===== src/rtl/dms_cp_ctrl.sv =====
// dms_cp_ctrl: digital charge-pump controller for the DMS CDR loop.
// Majority-votes bang-bang phase-detector decisions over a WIN-decision
// window and fires a fixed-width UP or DN pulse into the loop-filter charge
// pump, followed by a hold-off gap so the filter node can settle.
// Optional lock detector: define DMS_CP_LOCKDET_EN to enable it; otherwise
// the lock output is tied low.
module dms_cp_ctrl #(
    parameter int WIN       = 16,
    parameter int THRESH    = 4,
    parameter int PULSE_CYC = 4,
    parameter int HOLD_CYC  = 2,
    parameter int CW        = 6,
    parameter int LOCK_WIN  = 8
) (
    input  logic          clk,
    input  logic          rst_n,
    input  logic          en,
    input  logic          pd_valid,
    input  logic          pd_early,
    input  logic          pd_late,
    output logic          up,
    output logic          dn,
    output logic          busy,
    output logic [CW-1:0] net_vote,
    output logic          lock
);

    // Parameter sanity: the accumulator must hold +/-WIN without wrapping.
    if ((2 ** (CW - 1)) - 1 < WIN) begin : g_cw_check
        $error("dms_cp_ctrl: CW too narrow to hold +/-WIN");
    end
    if (WIN < 2 || WIN > 255) begin : g_win_check
        $error("dms_cp_ctrl: WIN must be 2..255");
    end
    if (THRESH < 1 || THRESH > WIN) begin : g_thresh_check
        $error("dms_cp_ctrl: THRESH must be 1..WIN");
    end
    if (PULSE_CYC < 1 || HOLD_CYC < 0 || LOCK_WIN < 1) begin : g_cyc_check
        $error("dms_cp_ctrl: PULSE_CYC/LOCK_WIN must be >=1, HOLD_CYC >=0");
    end

    localparam int WW = 8;
    localparam int PW = (PULSE_CYC > 1) ? $clog2(PULSE_CYC) : 1;
    localparam int HW = (HOLD_CYC > 1) ? $clog2(HOLD_CYC) : 1;

    localparam logic [WW-1:0]        WIN_LAST   = WW'(WIN - 1);
    localparam logic [PW-1:0]        PULSE_LAST = PW'(PULSE_CYC - 1);
    localparam logic [HW-1:0]        HOLD_LAST  = HW'((HOLD_CYC > 0) ? HOLD_CYC - 1 : 0);
    localparam logic signed [CW-1:0] THR_POS    = CW'(THRESH);
    localparam logic signed [CW-1:0] THR_NEG    = -THR_POS;

    typedef enum logic [1:0] {
        ACC      = 2'd0,
        PULSE_UP = 2'd1,
        PULSE_DN = 2'd2,
        HOLD     = 2'd3
    } state_t;

    state_t                state, state_nxt;
    logic [WW-1:0]         win_cnt, win_nxt;
    logic [PW-1:0]         pulse_cnt, pulse_nxt;
    logic [HW-1:0]         hold_cnt, hold_nxt;
    logic signed [CW-1:0]  net_q, net_nxt;
    logic signed [CW-1:0]  vote, vote_sum;
    logic                  up_nxt, dn_nxt, busy_nxt;
    logic                  window_end, go_up, go_dn;

    // Map one phase-detector decision to +1 / -1 / 0; '1 is -1 in two's complement.
    always_comb begin
        vote = '0;
        if (pd_early && !pd_late) begin
            vote = CW'(1);
        end else if (pd_late && !pd_early) begin
            vote = '1;
        end
    end

    // |vote_sum| <= WIN, which the CW check guarantees fits without wrap.
    assign vote_sum   = net_q + vote;
    assign window_end = (state == ACC) && pd_valid && (win_cnt == WIN_LAST);
    assign go_up      = (vote_sum >= THR_POS);
    assign go_dn      = (vote_sum <= THR_NEG);

    // Next-state, counter and output decode for the pump sequencer.
    always_comb begin
        // NOTE: every signal written here gets a default first, so no path
        // through the case can leave one unassigned and infer a latch.
        state_nxt = state;
        win_nxt   = win_cnt;
        net_nxt   = net_q;
        pulse_nxt = '0;
        hold_nxt  = '0;

        if (!en) begin
            state_nxt = ACC;
            win_nxt   = '0;
            net_nxt   = '0;
        end else begin
            case (state)
                ACC: begin
                    if (pd_valid) begin
                        if (window_end) begin
                            win_nxt = '0;
                            net_nxt = '0;
                            if (go_up) begin
                                state_nxt = PULSE_UP;
                            end else if (go_dn) begin
                                state_nxt = PULSE_DN;
                            end
                        end else begin
                            win_nxt = win_cnt + WW'(1);
                            net_nxt = vote_sum;
                        end
                    end
                end
                PULSE_UP, PULSE_DN: begin
                    if (pulse_cnt == PULSE_LAST) begin
                        state_nxt = (HOLD_CYC == 0) ? ACC : HOLD;
                    end else begin
                        pulse_nxt = pulse_cnt + PW'(1);
                    end
                end
                HOLD: begin
                    if (hold_cnt == HOLD_LAST) begin
                        state_nxt = ACC;
                    end else begin
                        hold_nxt = hold_cnt + HW'(1);
                    end
                end
                default: state_nxt = ACC;
            endcase
        end

        up_nxt   = (state_nxt == PULSE_UP);
        dn_nxt   = (state_nxt == PULSE_DN);
        busy_nxt = (state_nxt != ACC);
    end

    // State, counters and registered pump drives; reset drops the pumps at once.
    always_ff @(posedge clk or negedge rst_n) begin
        if (!rst_n) begin
            state     <= ACC;
            win_cnt   <= '0;
            pulse_cnt <= '0;
            hold_cnt  <= '0;
            net_q     <= '0;
            up        <= 1'b0;
            dn        <= 1'b0;
            busy      <= 1'b0;
        end else begin
            // NOTE: non-blocking assignments so every register samples the
            // pre-edge values computed above, independent of statement order.
            state     <= state_nxt;
            win_cnt   <= win_nxt;
            pulse_cnt <= pulse_nxt;
            hold_cnt  <= hold_nxt;
            net_q     <= net_nxt;
            up        <= up_nxt;
            dn        <= dn_nxt;
            busy      <= busy_nxt;
        end
    end

    assign net_vote = net_q;

`ifdef DMS_CP_LOCKDET_EN
    localparam int             LW       = $clog2(LOCK_WIN + 1);
    localparam logic [LW-1:0]  LOCK_MAX = LW'(LOCK_WIN);

    logic [LW-1:0] lock_cnt;
    logic          lock_q;
    logic          pulse_start, quiet_end;

    assign pulse_start = en && window_end && (go_up || go_dn);
    assign quiet_end   = en && window_end && !(go_up || go_dn);

    // Count consecutive pulse-free windows; saturate at LOCK_WIN and flag lock.
    always_ff @(posedge clk or negedge rst_n) begin
        if (!rst_n) begin
            lock_cnt <= '0;
            lock_q   <= 1'b0;
        end else if (!en || pulse_start) begin
            lock_cnt <= '0;
            lock_q   <= 1'b0;
        end else if (quiet_end && (lock_cnt != LOCK_MAX)) begin
            lock_cnt <= lock_cnt + LW'(1);
            lock_q   <= (lock_cnt == LOCK_MAX - LW'(1));
        end
    end

    assign lock = lock_q;
`else
    assign lock = 1'b0;
`endif

endmodule


===== config.mk =====
export PLATFORM = sky130hd
export DESIGN_NAME = dms_cp_ctrl
export DESIGN_NICKNAME = d
export VERILOG_FILES = /design/src/rtl/dms_cp_ctrl.sv
export SDC_FILE = /design/constraint.sdc
export NUM_CORES = 1
export LEC_CHECK = 0
export CORE_ASPECT_RATIO = 0.5
export CORE_MARGIN = 4
export CORE_UTILIZATION = 50
export DETAILED_ROUTE_END_ITERATION = 7
export PLACE_DENSITY = 0.75
export SLEW_MARGIN = 10
export SYNTH_ARGS = -nofsm -noshare
export SYNTH_HDL_FRONTEND = slang
export SYNTH_SLANG_ARGS = --single-unit
export TNS_END_PERCENT = 100

===== constraint.sdc =====
create_clock -name clk -period 2.2 [get_ports clk]
set_input_delay 0.66 -clock clk [delete_from_list [all_inputs] [get_ports clk]]
set_output_delay 0.66 -clock clk [all_outputs]
set_load 0.02 [all_outputs]

# Word-level counts from Yosys, hierarchy flattened
# Index checks and enable logic that the tools add are counted.
[totals]
out_inout_bits = 10
register_bits = 22
elab_cells = 57
inputBits = 6
[op_classes]
n_addsub = 4
muxes = 24
n_eq_ne = 9
n_lt_le_gt_ge = 2
n_reduce_logical = 10
[op_table]
columns = ["op", "count"]
rows = [
  ["$mux W6", 6],
  ["$mux W8", 4],
  ["$mux W2", 10],
  ["$add A8 B1 Y8 const B", 1],
  ["$eq A2 B2 Y1 const B", 4],
  ["$eq A8 B4 Y1 const B", 1],
  ["$add A6 B6 Y6", 1],
  ["$ge A6 B4 Y1 const B", 1],
  ["$le A6 B3 Y1 const B", 1],
  ["$pmux W2 S3", 1],
  ["$eq A2 B1 Y1 const B", 2],
  ["$logic_and A1 B1 Y1", 4],
  ["$ne A2 B1 Y1 const B", 2],
  ["$mux W1", 3],
  ["$add A2 B1 Y2 const B", 1],
  ["$logic_not A1 Y1", 2],
  ["$logic_not A2 Y1", 1],
  ["$reduce_and A2 Y1", 1],
  ["$reduce_bool A2 Y1", 1],
  ["$reduce_or A2 Y1", 1],
  ["$add A1 B1 Y1 const B", 1],
]

# Longest topological paths before layout
# Gate-level depths: netlist of the first run.
[depth]
ltp_word = 13
ltp_mapped = 12
ltp_nobuf = 12

# Least setup slack after synthesis of the first run
# OpenSTA, ideal clock, no wires.
[synth_timing]
path_type = "input-to-reg"
startpoint = "input pd_early"
endpoint = "register busy"
path_slack_ns = -0.672
stages = 12
n_path_buf = 0
required_time_ns = 2.066
arrival_time_ns = 2.738
cell_sequence = "inv_1 -> ha_1 -> inv_1 -> ha_1 -> ha_1 -> nor2b_1 -> o32ai_1 -> a221oi_2 -> xor2_2 -> o311ai_2 -> a31oi_2 -> o21bai_1"
[synth_via]
elab_chain_cells = 13
word_cells_on_any_way = 15
cone_classes = "1 x add/sub; 2 x order compare; 8 x mux; 4 x reduce/logical"
[synth_lines]
columns = ["item", "line_no", "text"]
rows = [
  ["start, declared", "19", "input logic pd_early,"],
  ["$logic_not A1 Y1", "73", "end else if (pd_late && !pd_early) begin"],
  ["$logic_and A1 B1 Y1", "73", ""],
  ["$mux W6", "73", ""],
  ["$mux W6 *", "71", "if (pd_early && !pd_late) begin"],
  ["$add A6 B6 Y6 *", "79", "assign vote_sum = net_q + vote;"],
  ["$le A6 B3 Y1", "82", "assign go_dn = (vote_sum <= THR_NEG);"],
  ["$mux W2", "107", "end else if (go_dn) begin"],
  ["$mux W2 *", "105", "if (go_up) begin"],
  ["$mux W2 *", "102", "if (window_end) begin"],
  ["$mux W2 *", "101", "if (pd_valid) begin"],
  ["$pmux W2 S3 *", "99", "case (state)"],
  ["$mux W2 *", "94", "if (!en) begin"],
  ["named net state_nxt[1]", "59", "state_t state, state_nxt;"],
  ["$reduce_bool A2 Y1 *", "136", "busy_nxt = (state_nxt != ACC);"],
  ["named net busy_nxt", "65", "logic up_nxt, dn_nxt, busy_nxt;"],
  ["end signal, assigned", "160", "busy <= busy_nxt;"],
  ["end, declared", "23", "output logic busy,"],
]
# Mark *: on every way through the listed nets, which the timed path passes. The rest lies on a longest branch.
# A chain may end at the register's enable or synchronous reset.

# Worst setup path in the final report of the first run
[layout_timing]
startpoint = "input pd_early"
endpoint = "register dn"
[layout_via]
elab_chain_cells = 13
word_cells_on_any_way = 15
cone_classes = "1 x add/sub; 2 x order compare; 1 x eq/ne; 8 x mux; 3 x reduce/logical"
[layout_lines]
columns = ["item", "line_no", "text"]
rows = [
  ["$logic_not A1 Y1", "73", ""],
  ["$logic_and A1 B1 Y1", "73", ""],
  ["$mux W6", "73", ""],
  ["$mux W6 *", "71", ""],
  ["$add A6 B6 Y6 *", "79", ""],
  ["$le A6 B3 Y1", "82", ""],
  ["$mux W2", "107", ""],
  ["$mux W2 *", "105", ""],
  ["$mux W2 *", "102", ""],
  ["$mux W2 *", "101", ""],
  ["$pmux W2 S3 *", "99", ""],
  ["$mux W2 *", "94", ""],
  ["named net state_nxt[1]", "59", ""],
  ["$eq A2 B2 Y1 *", "135", "dn_nxt = (state_nxt == PULSE_DN);"],
  ["named net dn_nxt", "65", ""],
  ["end signal, assigned", "159", "dn <= dn_nxt;"],
  ["end, declared", "22", "output logic dn,"],
]
# Marked as above.

==> results of run 1 <==
registers in the layout, indices dropped and copies added, names as in the netlist:
name,cells
busy,1
dn,1
hold_cnt,1
net_vote,6
pulse_cnt,2
state,2
up,1
win_cnt,8
repair_timing:
item                       in CTS  in global routing
setup endpoints to repair      10                 11
pin swaps                       9                  8
gates resized for setup        23                 10
buffers inserted                4                  3
stage by stage:
step	power (mW)	setup WS [ps]
final	1.93	-497
after global routing	2.05	-590
after CTS	1.87	-433
after detailed placement	1.47	-1230
after global placement	1.46	-1170
after floorplan	1.17	-436
final cells by class:
cell class	instances	area (sq um)
sequential	22	553
timing repair buffer	44	380
inverter	6	35.0
clock buffer	4	55.1
multi-input combinational	127	1010
fill	193	653
tap	37	46.3
cell usage after synthesis (2+ instances only):
cell type | instances | area, sq um
buf_6 | 4 | 45.0
xor2_1 | 2 | 17.5
nor2_1 | 12 | 45.0
a21boi_0 | 2 | 15.0
a22o_1 | 2 | 17.5
nand4_1 | 3 | 18.8
clkbuf_1 | 2 | 7.51
o21bai_1 | 2 | 15.0
o21ai_1 | 5 | 25.0
and2_1 | 3 | 18.8
xor2_2 | 2 | 32.5
ha_1 | 8 | 100
nand2_1 | 17 | 63.8
o21ai_0 | 10 | 50.1
inv_1 | 5 | 18.8
nand3_1 | 3 | 15.0
nor4_1 | 2 | 12.5
a31oi_1 | 3 | 18.8
a21oi_1 | 9 | 45.0
nor2b_1 | 7 | 43.8
xnor2_1 | 3 | 26.3
a211oi_1 | 2 | 15.0
nor3_1 | 6 | 30.0
buf_4 | 2 | 15.0
dfrtp_1 | 22 | 551
and3_1 | 2 | 12.5
or3_1 | 2 | 12.5
how the worst max path moves through the flow:
| stage | endpoint | slack [ps] | cells after the start |
|---|---|---|---|
| finish | dn$_DFF_PN0_ | -500 | 14 |
| CTS | busy$_DFF_PN0_ | -430 | 13 |
| global route | dn$_DFF_PN0_ | -590 | 14 |
| detailed placement | busy$_DFF_PN0_ | -1230 | 13 |
| floorplan | busy$_DFF_PN0_ | -440 | 12 |
| global placement | busy$_DFF_PN0_ | -1170 | 13 |
per-layer routing:
layer | vias up | part of all wire (%) | global-route usage [%]
li1 | 656 | - | -
met1 | 640 | 49 | 27.8
met2 | 39 | 45 | 34.1
met3 | 9 | 5.0 | 4.20
met4 | 0 | 1.5 | 5.68
met5 | - | 0 | 0
logic make-up (layout without fill, tap and decap cells):
logic type | count (synthesis) | count (layout) | synth area share [%]
adders and majority gates | 8 | 8 | 6.67
muxes | 1 | 1 | 0.751
AOI/OAI and AO/OA | 47 | 47 | 21.6
xor gates and xnor gates | 7 | 7 | 5.09
buffers and inverters | 15 | 54 | 6.34
other | 1 | 1 | 0.250
and+or+nand+nor | 63 | 63 | 22.6
DFF | 22 | 22 | 36.7
power groups by stage:
stage               combinational [mW]  sequential (mW)  clock [mW]
global placement                 0.898            0.558           0
finish                            1.06            0.563       0.299
floorplan                        0.580            0.594           0
detailed placement               0.915            0.558           0
CTS                               1.01            0.554       0.308
global route                      1.15            0.574       0.326
==> metrics.md, run 1 <==
| Metric | Value |
|---|---|
| Status | finished, violations left |
| Failing checks | negative setup slack |
| Share of layout cells above drive strength 1 | 32.5% |
| H-tree depth | 1 |
| Number of flops mapped to enable cells by yosys | 0 |
| Worst hold slack | 443 ps |
| CTS root buf | clkbuf_8 |
| RD Place Congestion | 0.943 |
| Max Cap Viol | 0 |
| WP data arrival | 2900 ps |
| Clk buf depth | 2 |
| Setup_tns | -2110 ps |
| Pin count of the biggest net entering global routing | 23 |
| Port Buffer Count | 14 |
| Net Sw Frac | 40.9% |
| Seq cells post-synth | 22 |
| Vias in the first global route | 1285 |
| Syn_nets | 178 |
| Gr usage total | 20.4% |
| Hold EP | pulse_cnt[0]$_DFF_PN0_ |
| Seq pwr share | 29.2% |
| Vias/cell | 5.60 |
| Initial Utilization | 54.9% |
| Worst Hold Class | reg2reg |
| P&R area growth vs syn | 38.6% |
| Startpoint types | input port |
| Critical Path Sink Type | flop |
| Lkg Pwr | 0.913 nW |
| Family with the most delay on the worst path | compound AO/OA/AOI/OAI gates |
| Final clock skew | 5.91 ps |
| Area of the core | 0.00273 sq mm |
| CTS tree | done |
| Final Util | 76.1% |
| Post-Syn Area | 0.00150 sq mm |
| Worst r2r path cells | 10 |
| Internal power | 1.14 mW |
| Gr ovfl total | 0 |
| Fin worst setup slack | -497 ps |
| Crit-path max cell delay | 310 ps |
| Setup violators final | 5 |
| Routed WL | 3700 um |
| Worst-Skew Late Latency | 270 ps |
| Critical Path RT | 2410 ps |
| Reg clk slew, reported paths | 80 ps |
| Initial antenna violation count | 0 |
| Final #Nets | 218 |
| R2r endpoint | dn$_DFF_PN0_ |
| Crit path kind | in2reg |
| Synth cell types | 49 |
| Final period util | 123% |
| # DRC | 0 |
| Cts hold-fix bufs | 0 |
| IO Pins | 16 |
| Critical Path Start | pd_early |
| Cell Pwr Density | 926 mW/mm^2 |
| VDD IR max | 0.412 mV |
| Crit path time final | 2700 ps |
| Die Wd | 85.5 um |
| Vias | 1344 |
| Buffers and inverters on the worst path | 4 |
| Detailed placement HPWL | 2500 um |
| Sequential area share after synthesis | 36.7% |
| YS warnings | 0 |
| Finished Layout Cells | 240 |
| P_sw | 0.787 mW |
| Most common cell after layout, fill and taps aside | buf_4 |
| Worst reg2reg setup slack | -170 ps |
| Placed inst area | 0.00187 sq mm |
| Post-synth top flop | dfrtp_1 |
| First-pass GRT wire length | 6230 um |
| Wire length per cell | 15.4 um |
| Cell Chain, Critical Path | buf_8 -> inv_12 -> ha_4 -> inv_2 -> ha_4 -> ha_4 -> a21oi_4 -> o32ai_4 -> a221oi_4 -> xor2_2 -> buf_4 -> nand4_1 -> a31oi_2 -> o21a_1 |
| Most used cell, CP | ha_4 |
| 1st-pass router iterations | 4 |
| Mapped Cells | 164 |
| Post-route cell area | 0.00208 sq mm |
| Worst reg2reg startpoint | net_vote[1]$_DFFE_PN0P_ |
| Die height | 46.7 um |
| Hold depth | 1 |
| Max Clock Freq | 371 MHz |
| ANT cells | 0 |
| Cts bufs inserted | 3 |
| RSZ-0062 raised after global routing | yes |
| Cells after DPL | 229 |
| Logic pwr share | 55.3% |
| Max Slew Vio Count | 0 |
| Avg Inst Size Synth | 9.15 sq um |
| Die footprint | 0.00399 sq mm |
| Clock power frac | 15.5% |
| Clock sink count | 22 |
| Most frequent cells in the layout | buf_4, dfrtp_1, nand2_1 |
| Final Hold Fails | 0 |
| Core Rows | 13 |
| Worst hold start | pulse_cnt[0]$_DFF_PN0_ |
| Slowest CP cell | xor2_2 |
| Initial drt markers | 119 |
| Ys async rst share | 100% |
| Final antenna-violating net count | 0 |
| Worst-path fanout max | 4 |
(Power assumes the default switching activity.)
==> run 2, diff against run 1 <==
--- a/config.mk
+++ b/config.mk
@@ -5,6 +5,7 @@
 export SDC_FILE = /design/constraint.sdc
 export NUM_CORES = 1
 export LEC_CHECK = 0
+export ABC_CLOCK_PERIOD_IN_PS = 2200
 export CORE_ASPECT_RATIO = 0.5
 export CORE_MARGIN = 4
 export CORE_UTILIZATION = 50
==> results of run 2 <==
No change in the layout: final DEF, timing and power equal those of run 1.
